### config.mk
export PLATFORM = sky130hd
export DESIGN_NAME = axis_usb_reg_bridge
export DESIGN_NICKNAME = d
export VERILOG_FILES = /design/src/rtl/axis_usb_reg_bridge.sv
export SDC_FILE = /design/constraint.sdc
export NUM_CORES = 1
export LEC_CHECK = 0
export CORE_ASPECT_RATIO = 0.6
export CORE_UTILIZATION = 25
export DETAILED_ROUTE_END_ITERATION = 10
export HOLD_SLACK_MARGIN = 0.06
export PLACE_DENSITY = 0.44
export SLEW_MARGIN = 30
export SYNTH_ARGS = -nofsm -noshare
export SYNTH_HDL_FRONTEND = slang
export SYNTH_SLANG_ARGS = --single-unit
### constraint.sdc
create_clock -name aclk -period 3.1 [get_ports aclk]
set_input_delay 0.62 -clock aclk [delete_from_list [all_inputs] [get_ports aclk]]
set_output_delay 0.62 -clock aclk [all_outputs]
set_load 0.02 [all_outputs]
### src/rtl/axis_usb_reg_bridge.sv
// Host command decoder: 32-bit command words in, register bus writes/reads out,
// echo/status words and read data returned on an AXI-Stream output.
module axis_usb_reg_bridge #(
  parameter int unsigned ADDR_WIDTH = 16
) (
  input  logic                  aclk,
  input  logic                  aresetn,
  input  logic [31:0]           s_axis_tdata,
  input  logic                  s_axis_tvalid,
  output logic                  s_axis_tready,
  output logic [31:0]           m_axis_tdata,
  output logic                  m_axis_tvalid,
  input  logic                  m_axis_tready,
  output logic [ADDR_WIDTH-1:0] bus_addr,
  output logic [31:0]           bus_wdata,
  output logic                  bus_we,
  output logic                  bus_re,
  input  logic [31:0]           bus_rdata
);

  localparam int unsigned CW = 12;
  localparam logic [3:0]  OP_NOP = 4'h0;
  localparam logic [3:0]  OP_WR  = 4'h1;
  localparam logic [3:0]  OP_RD  = 4'h2;

  typedef enum logic [2:0] {
    S_IDLE,
    S_WR_DATA,
    S_ACK,
    S_RD_ISSUE,
    S_RD_WAIT
  } state_t;

  state_t                r_state;
  logic [3:0]            r_op;
  logic [CW-1:0]         r_cnt;
  logic [31:0]           r_ack;
  logic [ADDR_WIDTH-1:0] r_addr;

  logic w_s_hs;
  logic w_out_free;

  // Input is only accepted while parsing a header or streaming write data.
  assign s_axis_tready = aresetn & ((r_state == S_IDLE) | (r_state == S_WR_DATA));
  assign w_s_hs        = s_axis_tvalid & s_axis_tready;
  assign w_out_free    = ~m_axis_tvalid | m_axis_tready;

  always_ff @(posedge aclk or negedge aresetn) begin
    if (!aresetn) begin
      r_state       <= S_IDLE;
      r_op          <= OP_NOP;
      r_cnt         <= '0;
      r_ack         <= '0;
      r_addr        <= '0;
      m_axis_tdata  <= '0;
      m_axis_tvalid <= 1'b0;
      bus_addr      <= '0;
      bus_wdata     <= '0;
      bus_we        <= 1'b0;
      bus_re        <= 1'b0;
    end else begin
      bus_we <= 1'b0;
      bus_re <= 1'b0;
      if (m_axis_tvalid && m_axis_tready) m_axis_tvalid <= 1'b0;

      case (r_state)
        S_IDLE: begin
          if (w_s_hs) begin
            r_op   <= s_axis_tdata[31:28];
            r_cnt  <= s_axis_tdata[27:16];
            r_addr <= s_axis_tdata[ADDR_WIDTH-1:0];
            case (s_axis_tdata[31:28])
              OP_NOP: r_state <= S_IDLE;
              OP_WR: begin
                r_ack   <= s_axis_tdata;
                r_state <= (s_axis_tdata[27:16] == '0) ? S_ACK : S_WR_DATA;
              end
              OP_RD: begin
                r_ack   <= s_axis_tdata;
                r_state <= S_ACK;
              end
              default: begin
                r_ack   <= {4'hF, s_axis_tdata[27:0]};
                r_state <= S_ACK;
              end
            endcase
          end
        end

        S_WR_DATA: begin
          if (w_s_hs) begin
            bus_we    <= 1'b1;
            bus_addr  <= r_addr;
            bus_wdata <= s_axis_tdata;
            r_addr    <= r_addr + ADDR_WIDTH'(1);
            r_cnt     <= r_cnt - CW'(1);
            if (r_cnt == CW'(1)) r_state <= S_ACK;
          end
        end

        // The final bus_we is already on the bus when this state is entered.
        S_ACK: begin
          if (w_out_free) begin
            m_axis_tdata  <= r_ack;
            m_axis_tvalid <= 1'b1;
            r_state       <= ((r_op == OP_RD) && (r_cnt != '0)) ? S_RD_ISSUE : S_IDLE;
          end
        end

        S_RD_ISSUE: begin
          if (w_out_free) begin
            bus_re   <= 1'b1;
            bus_addr <= r_addr;
            r_state  <= S_RD_WAIT;
          end
        end

        // Output was free at issue time, so it is guaranteed empty here.
        S_RD_WAIT: begin
          m_axis_tdata  <= bus_rdata;
          m_axis_tvalid <= 1'b1;
          r_addr        <= r_addr + ADDR_WIDTH'(1);
          r_cnt         <= r_cnt - CW'(1);
          r_state       <= (r_cnt == CW'(1)) ? S_IDLE : S_RD_ISSUE;
        end

        default: r_state <= S_IDLE;
      endcase
    end
  end

endmodule

==> impl_metrics.tcl, run 1 <==
set metrics [dict create \
    clkTransAtPathRegs_ns 0.07 \
    path_max_fanout 27 \
    ys_ff_latch 150 \
    seq_area_frac_synth_pct 54.83 \
    synthToLayoutAreaGrowth_pct 37.16 \
    cts_made_buffers 17 \
    antenna_found_initial 1 \
    grtUsageTotal_pct 15.53 \
    synth-xor-area-share_pct 0.1279 \
    wirelength_mm 21.05 \
    period_share_pct 96.42 \
    grt_max_degree 83 \
    worstHoldStart "r_ack[31]$_DFFE_PN0P_" \
    synthCells 598 \
    peakVddDrop_v 0.0003678 \
    post_cts_buffers 0 \
    synthFlopType "dfrtp_1" \
    rsz0062_at_grt "no" \
    p_sw_mw 3.640 \
    routedWlPerCell_um 18.71 \
    final.fill_count 2608 \
    clkLatencyLatePin_ns 0.42 \
    grt_pass1_vias 5181 \
    synth_edf_count 0 \
    drc 0 \
    netlist.area_leader.share_pct 54.83 \
    ant_nets 0 \
    max_freq_ghz 0.3346 \
    yosys.cell_types.count 55 \
    die_area_um2 28070 \
    postSynthAreaPerCell_um2 11.45 \
    cts_root_buf "clkbuf_16" \
    reg2reg_to "m_axis_tdata[1]$_DFFE_PN0P_" \
    total_power_mw 9.783 \
    drv_cap 0 \
    finClkSkew_ns 0.01133 \
    worstMarginPinSlew_ns 0.8338 \
    ys_top_cells_by_area "dfrtp_1 55%, mux2_2 9.0%, mux2i_1 4.8%, o21ai_0 4.5%, mux2_4 4.4%" \
    p_int_mw 6.144 \
    crit_arrival_ns 2.37 \
    vias_per_cell 4.636 \
    finalHoldViolations 0 \
    synthArstFlopShare_pct 100.0 \
    layout-drive-gt1-share_pct 17.65 \
    synth-simple-area-share_pct 10.78 \
    status "completed" \
    worstRegToRegCells 4 \
    core_um2 26650 \
    final_max_slew_viol_count 0 \
    setup_ws_ns 0.1109 \
    cts_sinks 150 \
    combPwrFrac_pct 41.3 \
    cts_tree "built" \
    worst_hold_path_type "flop to flop" \
    p_sw_share_pct 37.20 \
    finalNonFillerCells 1125 \
    synth_mux_area_share_pct 18.42 \
    setup_viol 0 \
    grt_overflow_total 0 \
    nets 824 \
    reg2reg_slack_ns 0.98 \
    ctsHtreeMaxLevel 4 \
    synth_top_family_by_area "multiplexers" \
    drt_pre_antenna_iters 5 \
    synth_area_leader_cell "dfrtp_1" \
    hold_ws_ns 0.4837 \
    leakage_nw 3.819 \
    pwr-share-clk_pct 21.6 \
    syn_nets 670 \
    start_util_pct 25.69 \
    critPathLaunchType "input port" \
    most-common-layout-cells "150 x dfrtp_1, 150 x clkdlybuf4s50_1, 73 x nand2_1" \
    hpwlAfterDp_mm 14.96 \
    antenna_cells 0 \
    place.gp.congestion 0.7661 \
    die_w_um 215.6 \
    worstSetupPathType "input port to primary output" \
    worstHoldPathCells 1 \
    place_inst 1092 \
    ioPinCount 152 \
    vias 5216 \
    rows 46 \
    min_to "r_ack[31]$_DFFE_PN0P_" \
    pwr-share-seq_pct 37.1 \
    min_period_ns 2.989 \
    grt_pass1_wl_mm 32.46 \
    clock_path_buffers 2 \
    tns_ns 0 \
    cts_resized 0 \
    timing.rr.start "r_state[1]$_DFFE_PN0P_" \
    post-place-ws_ns 0.4264 \
    drt_iter0_drc 428 \
    synth_compound_area_share_pct 11.97 \
    endpoint_kind "primary output" \
    numPortBuffers 151 \
    die_h_um 130.2 \
    p_per_area_nw_per_um2 1042 \
    syn-cell-area_um2 6845 \
    cp.required_ns 2.48 \
    relSlewSlack_pct 44.42 \
    synthAdderAreaFrac_pct 0.7311 \
    yosysWarningCount 0 \
]
-- layout make-up --
class                      count  area [um2]  share of cell area, %
clock inverter                13       157.7                  1.679
inverter                       4       15.01                 0.1599
clock buffer                  19       432.9                  4.611
multi-input combinational    410        2913                  31.02
timing repair buffer         169        1667                  17.75
sequential                   150        3754                  39.98
tap                          360       450.4                  4.797
-- per-stage QoR --
stage / instance area (um2) / utilization, %
after CTS: 9383 / 35.21
after detailed placement: 8782 / 32.96
after global routing: 9389 / 35.23
after floorplan: 6845 / -
final: 9389 / 35.23
after global placement: 8776 / 32.93
-- routing by layer --
metal / track usage (%) / share of wire (%) / vias to the layer above
li1: - / - / 2460
met5: 0 / 0 / -
met1: 24.51 / 54 / 2579
met4: 4.255 / 1.0 / 0
met3: 5.058 / 7.5 / 16
met2: 19.25 / 37 / 161
-- logic make-up (layout without fill, tap and decap cells) --
| kind of cell | Yosys count | after routing |
|---|---|---|
| DFF | 150 | 150 |
| and+or+nand+nor | 158 | 158 |
| buffers and inverters | 38 | 205 |
| adders and majority gates | 4 | 4 |
| AOI/OAI and AO/OA | 138 | 138 |
| muxes | 109 | 109 |
| xor gates and xnor gates | 1 | 1 |
-- flip-flops by register name, summed over array words and instances (netlist names) --
name / cells
m_axis_tdata: 32
bus_addr: 16
m_axis_tvalid: 1
r_op: 4
r_state: 3
r_cnt: 12
r_ack: 32
r_addr: 16
bus_we: 1
bus_wdata: 32
bus_re: 1
-- power groups by stage --
stage | clock network (mW) | logic [mW] | registers [mW]
detailed placement | 0 | 4.07 | 3.66
global route | 2.27 | 4.41 | 3.79
finish | 2.12 | 4.04 | 3.63
CTS | 2.19 | 4.09 | 3.64
floorplan | 0 | 1.93 | 4.01
global placement | 0 | 4.00 | 3.62
-- critical path, stage by stage --
cell	delay (ns)
dlygate4sd3_1	0.56
buf_6	0.27
nor3b_1	0.23
clkdlybuf4s50_1	0.66
-- what timing repair did --
action,in CTS,in global routing
hold buffers,1,0
setup endpoints to repair,0,0
hold endpoints to repair,22,0
-- how the worst max path moves through the flow --
stage | from | cells past startpoint | slack [ns] | endpoint
after global placement | s_axis_tdata[19] | 5 | 0.46 | r_state[0]$_DFFE_PN0P_
final | aresetn | 4 | 0.11 | s_axis_tready
after CTS | aresetn | 4 | 0.06 | s_axis_tready
after detailed placement | s_axis_tdata[19] | 5 | 0.43 | r_state[0]$_DFFE_PN0P_
after floorplan | s_axis_tvalid | 6 | 1.04 | r_ack[10]$_DFFE_PN0P_
after global routing | aresetn | 4 | 0.01 | s_axis_tready
-- synth_stat cells (all sizes together), types with 7 or more instances --
cell type and number:
nor2 29, nand2 73, nand3 11, o21ai 61, o22ai 9, mux2i 33
clkbuf 15, nor3 11, buf 19, a21oi 36, nand4 7, mux2 76
dfrtp 150
Power figures use the tool's default switching activity.
==> run 2, diff against run 1 <==
--- a/config.mk
+++ b/config.mk
@@ -6,10 +6,10 @@
 export NUM_CORES = 1
 export LEC_CHECK = 0
 export CORE_ASPECT_RATIO = 0.6
-export CORE_UTILIZATION = 25
+export CORE_UTILIZATION = 30
 export DETAILED_ROUTE_END_ITERATION = 10
 export HOLD_SLACK_MARGIN = 0.06
-export PLACE_DENSITY = 0.44
+export PLACE_DENSITY = 0.51
 export SLEW_MARGIN = 30
 export SYNTH_ARGS = -nofsm -noshare
 export SYNTH_HDL_FRONTEND = slang
==> run 2 against run 1 <==
Net effect: via count grew 0.19%; sequential share of layout area up 0.30 points; sequential power hardly changed; clock power shrank 3%; worst hold slack lost 0.0091 ns; clock-buffer cell count did not move; sequential cell count unchanged; critical endpoint unchanged; highest routed layer unchanged.
==> impl_metrics.tcl, run 2 (synthesized netlist as in run 1, its figures left out) <==
set metrics [dict create \
    drt_pre_antenna_iters 5 \
    p_per_area_nw_per_um2 1045 \
    hpwlAfterDp_mm 14.19 \
    grt_overflow_total 0 \
    relSlewSlack_pct 43.21 \
    antenna_found_initial 0 \
    final_max_slew_viol_count 0 \
    rsz0062_at_grt "no" \
    place.gp.congestion 0.7906 \
    cts_sinks 150 \
    grt_pass1_vias 5112 \
    leakage_nw 3.822 \
    drv_cap 0 \
    most-common-layout-cells "150 x dfrtp_1, 149 x clkdlybuf4s50_1, 73 x nand2_1" \
    clkLatencyLatePin_ns 0.42 \
    setup_viol 0 \
    vias_per_cell 4.875 \
    tns_ns 0 \
    layout-drive-gt1-share_pct 17.67 \
    clock_path_buffers 2 \
    drt_iter0_drc 330 \
    finClkSkew_ns 0.009741 \
    ioPinCount 152 \
    finalHoldViolations 0 \
    cts_tree "built" \
    grt_max_degree 134 \
    antenna_cells 0 \
    numPortBuffers 151 \
    wirelength_mm 19.77 \
    core_um2 22230 \
    drc 0 \
    final_common_cell "dfrtp_1" \
    endpoint_kind "primary output" \
    die_w_um 197.0 \
    setup_ws_ns 0.4269 \
    post-place-ws_ns 0.4886 \
    path_max_fanout 21 \
    worst_hold_path_type "flop to flop" \
    cts_made_buffers 17 \
    nets 823 \
    worstMarginPinSlew_ns 0.8519 \
    grtUsageTotal_pct 17.62 \
    cts_root_buf "clkbuf_16" \
    largest_registers "bus_wdata: 32 flops, m_axis_tdata: 32 flops, r_ack: 32 flops" \
    cp.required_ns 2.48 \
    ctsHtreeMaxLevel 4 \
    synthToLayoutAreaGrowth_pct 36.15 \
    die_h_um 119.0 \
    grt_pass1_wl_mm 30.95 \
    ant_nets 0 \
    die_area_um2 23450 \
    worstSetupPathType "input port to primary output" \
    critPathLaunchType "input port" \
    rows 42 \
    peakVddDrop_v 0.0003868 \
    clkTransAtPathRegs_ns 0.05 \
    routedWlPerCell_um 18.44 \
    vias 5226 \
    period_share_pct 86.23 \
    crit_arrival_ns 2.05 \
    max_freq_ghz 0.3741 \
    min_period_ns 2.673 \
    start_util_pct 30.79 \
    status "completed" \
]
[run 2: cell types whose count changed in the layout (fill, tap and decap cells not counted), moves of 2 or more]
cell      previous run  this run
buf_12               1         3
clkbuf_8             0         2
clkinv_4             4         0
clkinv_2             5         7
buf_4               15        13
inv_6                0         2
clkbuf_1             2         0
[run 2: layout make-up]
| cell class | instances | area, um2 |
|---|---|---|
| tap | 308 | 385.4 |
| sequential | 150 | 3754 |
| multi-input combinational | 410 | 2904 |
| inverter | 4 | 15.01 |
| timing repair buffer | 168 | 1682 |
| clock inverter | 13 | 127.6 |
| clock buffer | 19 | 452.9 |
| fill | 2096 | 12910 |
[run 2: timing repair]
item,CTS,global route
resized for setup,0,0
endpoints found under the hold margin,17,0
setup buffers,0,0
hold buffers,1,0
[run 2: routing by layer]
metal	up-vias	wire length, um	track usage [%]	part of all wire, %
met4	0	150	4.360	0.76
met2	158	7528	22.04	38
li1	2457	-	-	-
met1	2594	10900	28.57	55
met3	17	1196	4.928	6.0
met5	-	0	0	0
[run 2: final timing paths]
path / slack [ns] / depth (start not counted) / to / from
worst max-delay path: 0.43 / 4 / s_axis_tready / aresetn
worst min-delay path: 0.47 / 2 / r_op[1]$_DFFE_PN0P_ / r_op[1]$_DFFE_PN0P_
worst max register to register: 1.01 / 4 / m_axis_tdata[25]$_DFFE_PN0P_ / r_state[1]$_DFFE_PN0P_
worst min register to register: 0.47 / 2 / r_op[1]$_DFFE_PN0P_ / r_op[1]$_DFFE_PN0P_
max in group asynchronous: 1.48 / 3 / bus_wdata[10]$_DFFE_PN0P_ / aresetn
min in group asynchronous: 0.67 / 2 / r_state[2]$_DFFE_PN0P_ / aresetn
[run 2: stage by stage]
step           hold slack [ns]  cells  power (mW)  area, um2  util [%]
6_report                0.4746   1072       9.744       9320     41.93
5_1_grt                 0.5108   1072       10.36       9320     41.93
4_1_cts                 0.4730   1072       9.822       9320     41.93
3_5_place_dp            0.4546   1039       7.729       8730     39.27
3_3_place_gp            0.4575   1038       7.594       8718     39.22
2_1_floorplan           0.3244    598       5.936       6845         -
[run 2: report_power, final]
part	internal, mW	switching (mW)
Sequential	2.89	0.746
Combinational	2.01	2.04
Clock	1.22	0.841
Total	6.12	3.62
[run 2: critical path, stage by stage]
cell and delay, ns:
dlygate4sd3_1 0.58, buf_6 0.25, nor3b_1 0.42, buf_12 0.17
==> run 3, diff against run 2 <==
--- a/config.mk
+++ b/config.mk
@@ -5,6 +5,7 @@
 export SDC_FILE = /design/constraint.sdc
 export NUM_CORES = 1
 export LEC_CHECK = 0
+export ABC_CLOCK_PERIOD_IN_PS = 3100
 export CORE_ASPECT_RATIO = 0.6
 export CORE_UTILIZATION = 30
 export DETAILED_ROUTE_END_ITERATION = 10
==> results of run 3 <==
Same layout as run 2: the final DEF is identical, and so are final timing and power.
==> variant (settings of run 1) <==
The parameter `ADDR_WIDTH` goes from 16 to 17.
--- a/src/rtl/axis_usb_reg_bridge.sv
+++ b/src/rtl/axis_usb_reg_bridge.sv
@@ -3,3 +3,3 @@
 module axis_usb_reg_bridge #(
-  parameter int unsigned ADDR_WIDTH = 16
+  parameter int unsigned ADDR_WIDTH = 17
 ) (
Interface: changed (resized bus_addr); port bits go from 152 to 153. The function was not compared with the original's and may differ.
==> variant against run 1 <==
Via count rose by 4.5%. Final area increased by 2.0%. Sequential power grew 2%. Core utilization grew 0.62 points. Total power is 8.7% higher. Sequential cell count rose by 2. Wire length grew 2.2%. Clock skew is 0.87 ps lower. Highest routed layer unchanged. Register-to-register slack worse by 50 ps. Area after synthesis up 0.60%. Largest power group unchanged. Worst setup slack better by 61 ps. Critical path depth did not move. Critical path type unchanged.
==> variant: results (changes against run 1) <==
Initial antenna violation count: 0 (-1)
First-pass GRT wire length: 33.13 mm (+2.1%)
Pint: 6.754 mW (+9.9%)
Drt initial violations: 321 (-25%)
Measured slew at the worst slew-check pin: 907.5 ps (+73.75 ps)
Worst path slowest cell: clkdlybuf4s50_1
Clock Latency Late Sink: 420 ps (about the same)
Sequential fraction of the synthesis area: 55.23% (+0.40 points)
Pre-CTS setup slack: 516.9 ps (+90.46 ps)
Depth of the CTS H-tree: 4 (unchanged)
Largest cells by area after synthesis: dfrtp_1, mux2_2, a21oi_1
Net Count, Synth: 674 (+0.60%)
Status: completed
Crit path DAT: 2310 ps (-60 ps)
Worst hold path type: reg -> reg
Fill cells: 2660 (+2.0%)
Worst vdd ir: 466.4 µV (+27%)
Vias/cell: 4.820 (+4.0%)
HPWL Detailed: 15.23 mm (+1.8%)
Clock transition at path regs: 70 ps (about the same)
Nets: 832 (+0.97%)
Final ANT Viol Nets: 0 (unchanged)
Clk pwr share: 22.8% (+1.2 points)
CP max FO: 14 (-48%)
Distinct cell type count after synthesis: 63 (+15%)
Largest net degree at the start of global routing: 144 (+73%)
ANT cells: 0 (unchanged)
P_leak: 4.025 nW (+5.4%)
Synth top cells by count: dfrtp_1, mux2_2, a21oi_1
Synth warn: 0 (unchanged)
Total CTS buffers: 17 (unchanged)
Number of global-route vias before repair: 5514 (+6.4%)
Share of cells above drive strength 1: 18.29% (+0.64 points)
Largest regs: bus_wdata x32, m_axis_tdata x32, r_ack x32
Port bufs: 152 (+0.66%)
Crit path max-delay family: buffers and inverters
Maximum clock path buffer count: 2 (unchanged)
Post-Route WL: 21.51 mm (+2.2%)
CTS root buf: clkbuf_16
Clock Skew: 10.47 ps (-0.8651 ps)
GRT Total Usage: 15.59% (+0.064 points)
Initial DRT Pass Iterations: 5 (unchanged)
Final setup TNS: 0 ps (unchanged)
Row Count: 46 (unchanged)
Async set or reset register ratio after synthesis: 100.0% (unchanged)
Slowest stage delay, CP: 650 ps
Placer Congestion: 0.8238 (+7.5%)
variant: cell count changes in the layout (fill, tap and decap cells not counted), moves of 8 or more:
cell and delta:
mux2i_1 -18, o21ai_0 -28, mux2_2 +22, inv_1 +22, a21oi_1 +14, nor2_1 -18
buf_4 +8, o22ai_1 +15, nand2_1 -34, mux2_4 -20, nor4_1 +10
variant: per-layer routing:
layer	vias to the layer above	GRT usage, %	routed length, µm
met5	-	0	0
met4	0	4.143	146
met3	13	4.306	1233
met2	150	21.95	9047
met1	2747	23.17	11080
li1	2541	-	-
variant: final cells by class:
cell class,instances,area [µm²],share of cell area (%)
Inverter,26,97.59,1.019
Clock inverter,8,190.2,1.986
Tap cell,360,450.4,4.705
Clock buffer,22,494.2,5.162
Timing Repair Buffer,177,1725,18.02
Sequential cell,152,3804,39.73
Multi-Input combinational cell,386,2813,29.38
variant: logic make-up (layout without fill, tap and decap cells):
group                      count (synthesis)  count (layout)  share of synthesized area [%]
and+or+nand+nor                          131             131                          10.67
muxes                                     92              92                          14.77
AOI/OAI and AO/OA                        157             157                          14.34
DFF                                      152             152                          55.23
xor gates and xnor gates                   2               2                         0.2544
adders and majority gates                  4               4                         0.7268
buffers and inverters                     64             233                          4.015
variant: final timing paths:
path	slack [ps]	endpoint	depth (start not counted)	from
worst max-delay path	170	s_axis_tready	4	aresetn
worst max register to register	930	r_addr[15]	6	r_state[2]
min in group asynchronous	630	r_ack[29]	2	aresetn
worst min-delay path	480	r_ack[30]	1	r_ack[30]
worst min register to register	480	r_ack[30]	1	r_ack[30]
max in group asynchronous	1420	bus_wdata[24]	3	aresetn
variant: metrics by stage:
step                util (%)  std cells  total power [mW]  cell area, µm²
floorplan                  -        602             6.220            6887
global placement       33.25       1100             8.190            8880
detailed placement     33.25       1100             8.279            8880
CTS                    35.85       1131             10.77            9574
global route           35.85       1131             11.32            9574
finish                 35.85       1131             10.64            9574
variant: power by group through the flow:
stage	sequential [mW]	combinational [mW]	clock, mW
floorplan	4.17	2.05	0
global placement	3.73	4.46	0
detailed placement	3.76	4.52	0
CTS	3.74	4.54	2.49
global route	3.88	4.87	2.57
finish	3.72	4.49	2.42
variant: repair_timing:
item,4_1_cts,5_1_grt
hold buffers,1,0
buffers inserted,0,0
hold endpoints to repair,9,0
gates resized for setup,0,0
variant: worst reg2reg max path: cells and delay by family, from the launching register on:
kind                   cells  cell delay [ps]
XOR/XNOR                   1              190
AND/OR/NAND/NOR            1              360
buffers and inverters      2              550
AO/OA/AOI/OAI              2              330
flip-flops                 1              610
